$ cat src/rtl/alu_arb_pkg.sv
// Shared types for alu_arbiter: FSM states and ALU operation codes.
package alu_arb_pkg;

  localparam int ALU_W  = 32;
  localparam int ALU_CW = 3;
  localparam int ALU_FW = 3;

  typedef enum logic [1:0] {
    IDLE = 2'd0,
    EXEC = 2'd1,
    RESP = 2'd2
  } alu_arb_state_e;

  localparam logic [ALU_CW-1:0] ALU_ADD = 3'b000;
  localparam logic [ALU_CW-1:0] ALU_SUB = 3'b001;
  localparam logic [ALU_CW-1:0] ALU_AND = 3'b010;
  localparam logic [ALU_CW-1:0] ALU_OR  = 3'b011;
  localparam logic [ALU_CW-1:0] ALU_XOR = 3'b100;
  localparam logic [ALU_CW-1:0] ALU_SLT = 3'b101;
  localparam logic [ALU_CW-1:0] ALU_SLL = 3'b110;
  localparam logic [ALU_CW-1:0] ALU_SRL = 3'b111;

endpackage

$ cat src/rtl/alu_arbiter_alu.sv
// Combinational 32-bit ALU. Flag = {carry/borrow, negative, zero}; carry is
// the add carry-out, or the unsigned borrow for subtract, and 0 otherwise.
module ALU
  import alu_arb_pkg::*;
(
  input  logic [ALU_W-1:0]  scrA,
  input  logic [ALU_W-1:0]  scrB,
  input  logic [ALU_CW-1:0] AluControl,
  output logic [ALU_W-1:0]  ALUresult,
  output logic [ALU_FW-1:0] Flag
);

  logic [ALU_W:0]   sum;
  logic [ALU_W-1:0] res;
  logic             carry;

  always_comb begin
    sum   = '0;
    res   = '0;
    carry = 1'b0;
    case (AluControl)
      ALU_ADD: begin
        sum   = {1'b0, scrA} + {1'b0, scrB};
        res   = sum[ALU_W-1:0];
        carry = sum[ALU_W];
      end
      ALU_SUB: begin
        res   = scrA - scrB;
        carry = (scrA < scrB);
      end
      ALU_AND: res = scrA & scrB;
      ALU_OR:  res = scrA | scrB;
      ALU_XOR: res = scrA ^ scrB;
      ALU_SLT: res = {{(ALU_W-1){1'b0}}, ($signed(scrA) < $signed(scrB))};
      ALU_SLL: res = scrA << scrB[4:0];
      ALU_SRL: res = scrA >> scrB[4:0];
      default: res = '0;
    endcase
  end

  assign ALUresult = res;
  assign Flag      = {carry, res[ALU_W-1], (res == '0)};

endmodule

$ cat src/rtl/alu_arbiter.sv
// Two-requester front end sharing one ALU: IDLE (grant) -> EXEC -> RESP.
// Define ALU_ARB_FIXED_PRIO_EN for fixed priority (r0 wins); default is round-robin.
module alu_arbiter
  import alu_arb_pkg::*;
#(
  parameter int WIDTH  = 32,
  parameter int CTRL_W = 3,
  parameter int FLAG_W = 3
) (
  input  logic              clk,
  input  logic              rst,
  input  logic              r0_valid,
  input  logic              r1_valid,
  output logic              r0_ready,
  output logic              r1_ready,
  input  logic [WIDTH-1:0]  r0_scrA,
  input  logic [WIDTH-1:0]  r0_scrB,
  input  logic [WIDTH-1:0]  r1_scrA,
  input  logic [WIDTH-1:0]  r1_scrB,
  input  logic [CTRL_W-1:0] r0_ctrl,
  input  logic [CTRL_W-1:0] r1_ctrl,
  output logic              res_valid,
  input  logic              res_ready,
  output logic              res_id,
  output logic [WIDTH-1:0]  res_data,
  output logic [FLAG_W-1:0] res_flag,
  output alu_arb_state_e    dbg_state_o
);

  // Handshake: a requester's operation transfers in the cycle where its
  // valid and ready are both high; the result transfers when res_valid and
  // res_ready are both high. Ready is only ever offered in IDLE.

  alu_arb_state_e    state_q, state_d;
  logic [WIDTH-1:0]  op_a_q, op_b_q;
  logic [CTRL_W-1:0] op_ctrl_q;
  logic              op_id_q;
  logic [WIDTH-1:0]  res_data_q;
  logic [FLAG_W-1:0] res_flag_q;
  logic              res_id_q;
  logic [WIDTH-1:0]  alu_result;
  logic [FLAG_W-1:0] alu_flag;
  logic              grant_id;
  logic              accept;

`ifdef ALU_ARB_FIXED_PRIO_EN
  assign grant_id = ~r0_valid;
`else
  logic last_q;

  // On a tie the requester that did not win last time goes first.
  assign grant_id = (r0_valid && r1_valid) ? ~last_q : r1_valid;

  always_ff @(posedge clk or posedge rst) begin
    if (rst)         last_q <= 1'b1;
    else if (accept) last_q <= grant_id;
  end
`endif

  assign accept   = (state_q == IDLE) && (r0_valid || r1_valid);
  assign r0_ready = accept && !grant_id;
  assign r1_ready = accept &&  grant_id;

  always_comb begin
    state_d   = state_q;
    res_valid = 1'b0;
    case (state_q)
      IDLE: if (accept) state_d = EXEC;
      EXEC: state_d = RESP;
      RESP: begin
        res_valid = 1'b1;
        if (res_ready) state_d = IDLE;
      end
      default: state_d = IDLE;
    endcase
  end

  always_ff @(posedge clk or posedge rst) begin
    if (rst) state_q <= IDLE;
    else     state_q <= state_d;
  end

  always_ff @(posedge clk or posedge rst) begin
    if (rst) begin
      op_a_q    <= '0;
      op_b_q    <= '0;
      op_ctrl_q <= '0;
      op_id_q   <= 1'b0;
    end else if (accept) begin
      op_a_q    <= grant_id ? r1_scrA : r0_scrA;
      op_b_q    <= grant_id ? r1_scrB : r0_scrB;
      op_ctrl_q <= grant_id ? r1_ctrl : r0_ctrl;
      op_id_q   <= grant_id;
    end
  end

  always_ff @(posedge clk or posedge rst) begin
    if (rst) begin
      res_data_q <= '0;
      res_flag_q <= '0;
      res_id_q   <= 1'b0;
    end else if (state_q == EXEC) begin
      res_data_q <= alu_result;
      res_flag_q <= alu_flag;
      res_id_q   <= op_id_q;
    end
  end

  ALU u_alu (
    .scrA       (op_a_q),
    .scrB       (op_b_q),
    .AluControl (op_ctrl_q),
    .ALUresult  (alu_result),
    .Flag       (alu_flag)
  );

  assign res_data    = res_data_q;
  assign res_flag    = res_flag_q;
  assign res_id      = res_id_q;
  assign dbg_state_o = state_q;

endmodule

$ cat config.mk
export PLATFORM = sky130hd
export DESIGN_NAME = alu_arbiter
export DESIGN_NICKNAME = d
export VERILOG_FILES = /design/src/rtl/alu_arb_pkg.sv /design/src/rtl/alu_arbiter_alu.sv /design/src/rtl/alu_arbiter.sv
export SDC_FILE = /design/constraint.sdc
export NUM_CORES = 1
export LEC_CHECK = 0
export ABC_AREA = 1
export BUFFER_PORTS_ARGS = -buffer_cell sky130_fd_sc_hd__buf_2
export CELL_PAD_IN_SITES_DETAIL_PLACEMENT = 0
export CELL_PAD_IN_SITES_GLOBAL_PLACEMENT = 1
export CORE_MARGIN = 2
export CORE_UTILIZATION = 37
export DETAILED_ROUTE_END_ITERATION = 10
export PLACE_DENSITY = 0.82
export SLEW_MARGIN = 5
export SYNTH_ARGS = -nofsm -noshare
export SYNTH_HDL_FRONTEND = slang
export SYNTH_SLANG_ARGS = --single-unit
$ cat constraint.sdc
create_clock -name clk -period 3.5 [get_ports clk]
set_input_delay 0.525 -clock clk [delete_from_list [all_inputs] [get_ports clk]]
set_output_delay 0.525 -clock clk [all_outputs]
set_load 0.02 [all_outputs]
==> flow_metrics.tcl <==
set metrics [dict create \
    synth_fp_nets 2772 \
    post-dp-hpwl_mm 60.2 \
    routed_wl_mm 72.3 \
    synth_area_leaders "nand2_1, dfrtp_1, nand3_1" \
    synth_top_area_cell "nand2_1" \
    netlist_area_um2 14200 \
    async_reset_ff_share_pct 100 \
    drtAntennaViolNets 0 \
    drtPass1Iterations 6 \
    syn_inst 2534 \
    via_per_inst 5.45 \
    tns_ps 0 \
    areaGrowthSynthToFinish_pct 13.5 \
    htree_levels 3 \
    synth.most_common_cell "nand2_1" \
    cts_buffers 9 \
    die_y_um 200 \
    r2r-start "op_a_q[0]" \
    drtIter0Drc 2044 \
    cts_hold_buf 0 \
    synthTopCellsByCount "nand2_1, nand3_1, inv_1" \
    cp_common_cell "nor2_1" \
    cts.sinks 106 \
    num_rows 71 \
    setup-violations-final 0 \
    start_util_pct 37.6 \
    fmax_mhz 300 \
    cpMaxStageDelayCell "dfrtp_1" \
    ys_seq_area_share_pct 18.7 \
    fin_skew_ps 12.8 \
    place_congestion 1.00 \
    min_period_over_period_pct 95.4 \
    fillers 4305 \
    critical_path.startpoint_type "register" \
    port-buffer-count 179 \
    relSlewSlack_pct 41.3 \
    cts_root_buffer "clkbuf_16" \
    synth_cell_types 43 \
    maxCapViolations 0 \
    wire_per_inst_um 22.6 \
    grt-ovfl-total 0 \
    final_net_count 2921 \
    cts_buffer_depth 2 \
    cts_tree "built" \
    slowest_delay_ps 450 \
    io_pins 180 \
    finalMaxSlewViolations 0 \
    antenna_found_initial 2 \
    drive_gt1_share_pct 11.7 \
    crit_required_ps 3840 \
    hp-class "primary input to asynchronous set/reset pin" \
    critPathCaptureType "register" \
    min_period_ps 3340 \
    syn_avg_cell_area_um2 5.59 \
    worstPathMaxFanout 4 \
    grt_pass1_wl_mm 104 \
    path_clk_slew_ps 80 \
    synth.top_cell.area_share_pct 22.8 \
    dieArea_um2 39900 \
    crit_chain "inv_1 -> ha_1 -> inv_1 -> fa_1 -> nand3_1 -> nand2_1 -> nor2_1 -> nor2_1 -> nor2_1 -> nand2_1 -> inv_1 -> nand3_1 -> nor2_2 -> nand2_1 -> nor2_1 -> nand3_1 -> nor2_1 -> nand4_1 -> nand2_1" \
    finalHoldViolations 0 \
    tightest_slew_ps 871 \
    ys_warn_count 0 \
    grt_max_degree 74 \
    remaining_drc_errors 0 \
    insertion_delay_ps 400 \
    vias 17400 \
    worstPathArrival_ps 3680 \
    ys_seq_elements 106 \
    synth-edff-count 0 \
    synth_ff_type "dfrtp_1" \
    die_w_um 200 \
    rsz0062_at_grt "false" \
    track_usage_pct 36.3 \
    outcome "finished clean" \
    cp-startpoint "op_a_q[0]" \
    grt_pass1_vias 16000 \
    critPathKind "register to register" \
    core_um2 37700 \
]
cell usage in the layout, fill, tap and decap left out, types with 2 or more instances in the layout:
cell type  Yosys  final
a21oi_1       76     75
a31oi_1        4      4
and2_1         7      7
and3_1         3      3
buf_12         0      3
buf_2         59    179
buf_4          9     81
clkbuf_16      0      9
clkbuf_8       0      2
clkinv_4       0      2
dfrtp_1      105    102
dfrtp_2        0      3
ha_1          97     97
inv_1        328    326
inv_2          3      5
inv_4          2      3
nand2_1      862    861
nand2_2        2      3
nand3_1      452    452
nand3_2        4      4
nand4_1       34     34
nor2_1       220    216
nor2_2         1      4
nor2_4         1      2
nor3_1        28     26
nor3_2         2      4
o211ai_1      76     76
o21ai_0       51     51
o21ai_1        3      3
o21bai_1       4      4
o22ai_1       24     24
or2_2          4      4
xor2_1         2      2
flip-flops by register name, indices dropped and copies added (netlist names):
register,cells
op_b_q,32
res_data,31
res_id,1
op_ctrl_q,3
op_a_q,32
op_id_q,1
last_q,1
dbg_state_o,2
res_flag,3
stage by stage:
step	setup slack [ps]	cell area, µm²	hold slack (ps)	util, %	std cells
finish	162	16100	7.54	42.7	3199
global route	31.7	16100	12.9	42.7	3198
CTS	130	16100	0.232	42.6	3198
detailed placement	162	15800	433	41.9	3183
global placement	106	15800	433	41.9	3183
floorplan	188	14200	448	-	2534
routing by layer:
| metal | share of wire [%] | up-vias | track usage [%] |
|---|---|---|---|
| met5 | 0.015 | - | 0 |
| met4 | 5.0 | 2 | 17.0 |
| met3 | 8.1 | 128 | 5.37 |
| met2 | 44 | 882 | 57.8 |
| met1 | 43 | 7978 | 48.2 |
| li1 | - | 8457 | - |
worst paths after layout:
check	slack [ps]	endpoint	depth (start not counted)
setup reg to reg	160	res_flag[0]	19
hold / removal	8	dbg_state_o[1]	2
max in group asynchronous	2620	op_b_q[0]	3
hold reg to reg	470	last_q	2
min in group clk	340	op_b_q[2]	3
setup / recovery	160	res_flag[0]	19
area by class of cell:
| type | instances | area [µm²] | area share, % |
|---|---|---|---|
| sequential | 106 | 2660 | 16.5 |
| antenna | 1 | 2.50 | 0.0156 |
| multi-input combinational | 1967 | 9660 | 60.1 |
| inverter | 335 | 1260 | 7.87 |
| timing repair buffer | 264 | 1580 | 9.80 |
| tap | 511 | 639 | 3.98 |
| clock buffer | 12 | 256 | 1.60 |
| clock inverter | 3 | 25.0 | 0.156 |
repair_timing:
item	CTS	global route
setup endpoints to repair	0	1
endpoints found under the hold margin	0	0
buffers inserted	0	0
gates resized for setup	0	8
worst max-delay path: cells and delay by family, from the launching register on:
family                     cells  cell delay, ps
DFF                            1             450
adders and majority gates      2             570
buffers and inverters          3             310
and+or+nand+nor               14            1930
logic make-up after synthesis:
family	count (synthesis)	synth area share [%]
compound gates	243	10.4
xor+xnor	3	0.185
fa+ha+maj	99	8.85
buf+inv	461	13.4
flops	106	18.7
simple gates	1622	48.5
Power is left out: the tool's default activity adds up to more than one toggle a clock period on the data nets, which glitch-free logic cannot reach.
